<file path="config.mk">
export PLATFORM = sky130hd
export DESIGN_NAME = bcd_display_formatter
export DESIGN_NICKNAME = d
export VERILOG_FILES = /design/src/rtl/bcd_display_formatter.sv
export SDC_FILE = /design/constraint.sdc
export NUM_CORES = 1
export LEC_CHECK = 0
export BUFFER_PORTS_ARGS = -buffer_cell sky130_fd_sc_hd__buf_4
export CORE_UTILIZATION = 46
export CTS_BUF_LIST = sky130_fd_sc_hd__clkbuf_16
export CTS_CLUSTER_DIAMETER = 120
export CTS_CLUSTER_SIZE = 14
export DETAILED_ROUTE_END_ITERATION = 10
export GPL_TIMING_DRIVEN = 0
export PLACE_DENSITY = 0.71
export SLEW_MARGIN = 20
export SYNTH_ARGS = -nofsm -noshare
export SYNTH_HDL_FRONTEND = slang
export SYNTH_SLANG_ARGS = --single-unit
</file>
<file path="constraint.sdc">
create_clock -name clk -period 2.45 [get_ports clk]
set_input_delay 0.3675 -clock clk [delete_from_list [all_inputs] [get_ports clk]]
set_output_delay 0.3675 -clock clk [all_outputs]
set_load 0.02 [all_outputs]
</file>
<file path="src/rtl/bcd_display_formatter.sv">
// Iterative binary-to-BCD converter (double dabble) feeding a 4-digit
// seven-segment driver. One shift-add-3 iteration per clock. bcd_out and
// overflow change only in the single DONE cycle, so the display never shows
// a partially converted value.
//
// Ports:
//   clk      in   1      system clock, rising edge
//   rst_n    in   1      asynchronous active-low reset
//   bin_in   in   BIN_W  unsigned binary value, sampled when start is accepted
//   start    in   1      conversion request, accepted only when idle
//   busy     out  1      high while shifting and in the done cycle
//   done     out  1      one-cycle pulse, bcd_out/overflow updated this cycle
//   overflow out  1      last completed conversion exceeded MAX_VAL
//   bcd_out  out  16     {thousands, hundreds, tens, ones}
module bcd_display_formatter #(
    parameter int unsigned BIN_W   = 16,
    parameter int unsigned MAX_VAL = 9999
) (
    input  logic             clk,
    input  logic             rst_n,
    input  logic [BIN_W-1:0] bin_in,
    input  logic             start,
    output logic             busy,
    output logic             done,
    output logic             overflow,
    output logic [15:0]      bcd_out
);

    localparam int unsigned BCD_W = 16;
    localparam int unsigned CNT_W = $clog2(BIN_W + 1);

    typedef enum logic [1:0] {
        IDLE  = 2'd0,
        SHIFT = 2'd1,
        DONE  = 2'd2
    } state_t;

    state_t             state, state_next;
    logic [BIN_W-1:0]   bin_sr, bin_sr_next;
    logic [BCD_W-1:0]   acc, acc_next;
    logic [CNT_W-1:0]   cnt, cnt_next;
    logic               ovf_pend, ovf_pend_next;
    logic [BCD_W-1:0]   bcd_out_next;
    logic               overflow_next;
    logic [BCD_W-1:0]   acc_adj_c;
    logic [CNT_W-1:0]   cnt_dec_c;

    // Add 3 to every nibble that is 5 or more, all four in parallel.
    function automatic logic [BCD_W-1:0] add3(input logic [BCD_W-1:0] v);
        logic [BCD_W-1:0] r;
        r = v;
        for (int i = 0; i < 4; i++) begin
            if (v[4*i +: 4] >= 4'd5) begin
                r[4*i +: 4] = v[4*i +: 4] + 4'd3;
            end
        end
        return r;
    endfunction

    // State and datapath registers.
    always_ff @(posedge clk or negedge rst_n) begin
        if (!rst_n) begin
            state    <= IDLE;
            bin_sr   <= '0;
            acc      <= '0;
            cnt      <= '0;
            ovf_pend <= 1'b0;
            bcd_out  <= '0;
            overflow <= 1'b0;
            done     <= 1'b0;
            busy     <= 1'b0;
        end else begin
            state    <= state_next;
            bin_sr   <= bin_sr_next;
            acc      <= acc_next;
            cnt      <= cnt_next;
            ovf_pend <= ovf_pend_next;
            bcd_out  <= bcd_out_next;
            overflow <= overflow_next;
            done     <= (state_next == DONE);
            busy     <= (state_next != IDLE);
        end
    end

    // Next-state and next-value logic.
    always_comb begin
        state_next    = state;
        bin_sr_next   = bin_sr;
        acc_next      = acc;
        cnt_next      = cnt;
        ovf_pend_next = ovf_pend;
        bcd_out_next  = bcd_out;
        overflow_next = overflow;
        acc_adj_c     = add3(acc);
        cnt_dec_c     = cnt - CNT_W'(1);

        unique case (state)
            IDLE: begin
                if (start) begin
                    bin_sr_next   = bin_in;
                    acc_next      = '0;
                    cnt_next      = CNT_W'(BIN_W);
                    ovf_pend_next = (bin_in > BIN_W'(MAX_VAL));
                    state_next    = SHIFT;
                end
            end
            SHIFT: begin
                acc_next    = {acc_adj_c[BCD_W-2:0], bin_sr[BIN_W-1]};
                bin_sr_next = {bin_sr[BIN_W-2:0], 1'b0};
                cnt_next    = cnt_dec_c;
                if (cnt_dec_c == '0) begin
                    // Final iteration: load the output register on this same edge.
                    state_next    = DONE;
                    bcd_out_next  = ovf_pend ? 16'hFFFF
                                             : {acc_adj_c[BCD_W-2:0], bin_sr[BIN_W-1]};
                    overflow_next = ovf_pend;
                end
            end
            DONE: begin
                state_next = IDLE;
            end
            default: begin
                state_next = IDLE;
            end
        endcase
    end

endmodule

</file>
==> impl_results.rst <==
.. list-table::
   :header-rows: 1

   * - Metric
     - Value
   * - Maximum number of pins on one net before global-route repair
     - 60
   * - Actual slew at the worst max-slew pin
     - 0.742 ns
   * - Remaining design rule violation count
     - 0
   * - Post-layout instance count excluding filler cells
     - 397
   * - Number of clock buffers inserted by TritonCTS
     - 9
   * - Clk pin slew, worst setup/hold paths
     - around 0.05 ns
   * - Diodes inserted
     - 0
   * - LEAKAGE
     - 1.58 nW
   * - Synthesis-stage register bit count
     - 59
   * - Part of the total power dissipated in the clock network
     - 20.6%
   * - Most frequently used flop master after synthesis
     - dfrtp_1
   * - Post-DR vias/cell
     - approximately 5.5
   * - Maximum achievable frequency
     - 442 MHz
   * - Post-route total power
     - ~5 mW
   * - Fraction of the yosys area taken by sequential cells
     - 50.7%
   * - Internal cell power
     - 3.12 mW
   * - Maximum fanout count along the critical path
     - 10
   * - Post-Layout Inst Area
     - around 3600 um2
   * - Clock Tree Root
     - clkbuf_16
   * - Router iterations before antenna repair
     - 4
   * - Total count of max-transition violations in the final report
     - 0
   * - End-of-flow core utilization
     - 58.9%
   * - Most instantiated cells after synthesis
     - dfrtp_1 (59), o21ai_0 (30), nand2_1 (28)
   * - Leading post-synthesis cells by cell area
     - dfrtp_1 (51%), o21ai_0 (5.2%), ha_1 (4.3%)
   * - Post-synth cell types
     - 45
   * - Standard cell area after detailed placement
     - between 3000 and 4000 um2
   * - Sinks on Clock Net
     - 59
   * - Number of buffers on the longest clock path
     - 2
   * - Proportion of total power due to net switching
     - 39.1%
   * - Type of destination of the critical path
     - flip-flop
   * - EDFF count, synth
     - 0
   * - Launching element type of the critical path
     - flip-flop
   * - Average detailed-routed wire length per instance
     - 16.1 um
   * - Clock period minus final worst setup slack
     - 2.26 ns
   * - CP Data Required Time
     - roughly 2.7 ns
   * - Total number of nets in the final design
     - 348
   * - Max rail drop VDD
     - about 0.0007 V
   * - Overall die area
     - 6650 um2
   * - Post-synthesis cell type with the largest combined area
     - dfrtp_1
   * - Register share of total power
     - 33.9%
   * - Hold crit path type
     - in2async
   * - Number of antenna violations at the first check in global routing
     - 0
   * - H-tree levels
     - 3
   * - Max-capacitance violation count
     - 0
   * - Layout cells sized above 1
     - 23.6%
   * - Most repeated cell in the gate-level netlist after synthesis
     - dfrtp_1
   * - Remaining global-route overflow
     - 0
   * - Vias in the first global route
     - around 2200
   * - Global-route wire length before repair
     - 10800 um
   * - Vias after detailed routing
     - about 2200
   * - Overall global routing resource usage
     - 22.3%
   * - HPWL after detailed placement
     - approximately 4300 um
   * - Std cell rows
     - 28
   * - Starting utilization of the core area
     - between 40% and 50%
   * - Outcome
     - completed
   * - Violation count after the first detailed-route iteration
     - 137
   * - Syn_area_per_cell
     - 10.8 um2
   * - Final cycle utilization of the critical path
     - 92.3%
   * - Reported net switching power
     - 2.01 mW
   * - Height of the chip
     - 81.6 um
   * - Cell count after placement
     - 382
   * - Setup repair after global routing missed its margin
     - false
   * - Insertion delay to the later sink of the worst-skew pair
     - 0.32 ns
   * - Synthesized instance count
     - 270
   * - DRT antenna net count
     - 0
   * - Aggregate negative setup slack
     - 0 ns
   * - Number of nets produced by synthesis
     - 299
   * - Area Overhead vs Synth
     - 22.0%
   * - Logic pwr share
     - a little under half
   * - Proportion of synthesized flip-flops having asynchronous set or reset
     - 100%
   * - Clock skew after layout
     - 0.00599 ns
   * - Number of I/O pins
     - 38
   * - Standard cell core area
     - 6030 um2
   * - CTS tree
     - built
   * - Crit Path Class
     - reg2reg
   * - DP Worst Slack
     - between 0.003 and 0.004 ns
   * - Power per cell area
     - 1450 nW/um2
   * - Final weighted congestion in routability-driven placement
     - 0.818
   * - Crit path DAT
     - 2.47 ns
   * - Die X-Extent
     - 81.6 um
   * - Synth top area share
     - 50.7%
   * - Sum of routed wire length over all layers
     - 6410 um
   * - Fillers
     - 511
   * - Cell Area, Synth
     - 2910 um2
   * - Worst hold margin
     - 0.110 ns
   * - Count of input and output buffers
     - 37
   * - Number of hold-slack violations in the final timing report
     - 0
   * - Setup ws final
     - 0.188 ns
   * - Warnings from Yosys
     - 0
   * - Final number of setup-violating endpoints
     - 0
   * - Worst slew margin relative to its limit
     - between 50% and 60%
## area by class of cell
class,instances,area [um2],share of cell area (%)
well taps,75,93.8,2.64
repair buffers,38,285,8.03
clock buffers,9,225,6.34
inverters,15,61.3,1.73
multi-input cells,184,1310,36.9
plain buffers,12,75.1,2.11
clock inverters,5,22.5,0.634
flip-flops and latches,59,1480,41.6
## power groups by stage
stage	clock network [mW]	logic, mW	registers, mW
3_3_place_gp	0	2.23	1.73
2_1_floorplan	0	1.48	1.86
6_report	1.06	2.33	1.74
5_1_grt	1.12	2.60	1.81
3_5_place_dp	0	2.30	1.74
4_1_cts	1.07	2.33	1.74
## worst max-delay path: stages (launching register included)
cell     delay [ns]
dfrtp_1        0.42
inv_1          0.11
ha_2           0.24
or3b_4         0.39
o31ai_4        0.28
nand3_4        0.13
inv_6          0.14
buf_12         0.15
mux2_4         0.30
## layout by cell type, fill, tap and decap left out, drive strengths merged, types with 2 or more instances in the layout
| cell | synthesis | layout |
|---|---|---|
| nand2b | 5 | 5 |
| a31oi | 10 | 10 |
| dfrtp | 59 | 59 |
| nand3 | 2 | 2 |
| nor2b | 6 | 6 |
| a22o | 2 | 2 |
| a211o | 3 | 3 |
| o22ai | 8 | 8 |
| clkinv | 0 | 4 |
| a2bb2oi | 4 | 4 |
| o31ai | 2 | 2 |
| o21ai | 30 | 30 |
| xnor2 | 6 | 6 |
| nand2 | 28 | 28 |
| nor3 | 2 | 2 |
| buf | 5 | 43 |
| nor2 | 6 | 6 |
| mux2i | 12 | 12 |
| inv | 15 | 15 |
| ha | 10 | 10 |
| nor3b | 8 | 8 |
| mux2 | 11 | 11 |
| a22oi | 5 | 5 |
| clkbuf | 7 | 16 |
| a21oi | 13 | 13 |
## registers in the layout, indices dropped and copies added, names as in the netlist
register	count
cnt	5
done	1
bin_sr	16
state	2
ovf_pend	1
acc	16
busy	1
bcd_out	16
overflow	1
## metal layers
layer / vias to the layer above / routed length [um] / GRT usage, %
met2: 31 / 3230 / 35.8
met4: 0 / 108 / 10.0
met3: 10 / 176 / 4.33
met1: 1083 / 2900 / 29.2
li1: 1063 / - / -
met5: - / 0 / 0
## cell families (layout without fill, tap and decap cells)
logic type      after synthesis  after routing  share of synthesized area (%)
compound gates               81             81                           17.7
xor+xnor                      6              6                           2.06
fa+ha+maj                    10             10                           4.30
buf+inv                      27             79                           4.68
flops                        59             59                           50.7
mux                          23             23                           8.51
simple gates                 64             64                           12.1
## timing repair
item	in CTS	in global routing
gates resized for setup	0	2
setup buffers	1	0
pin swaps	1	0
hold endpoints to repair	0	0
hold buffers	0	0
setup endpoints to repair	1	1
## path summary, 6_finish.rpt
path	from	end	slack, ns	cells after the start
max	cnt[0]	bcd_out[12]	0.19	8
min	rst_n	bin_sr[10]	0.11	1
max reg2reg	cnt[0]	bcd_out[12]	0.19	8
min reg2reg	bin_sr[3]	bin_sr[3]	0.49	2
max in group asynchronous	rst_n	cnt[0]	1.85	1
min in group clk	bin_in[0]	bin_sr[0]	0.27	2
Power figures use the tool's default switching activity.
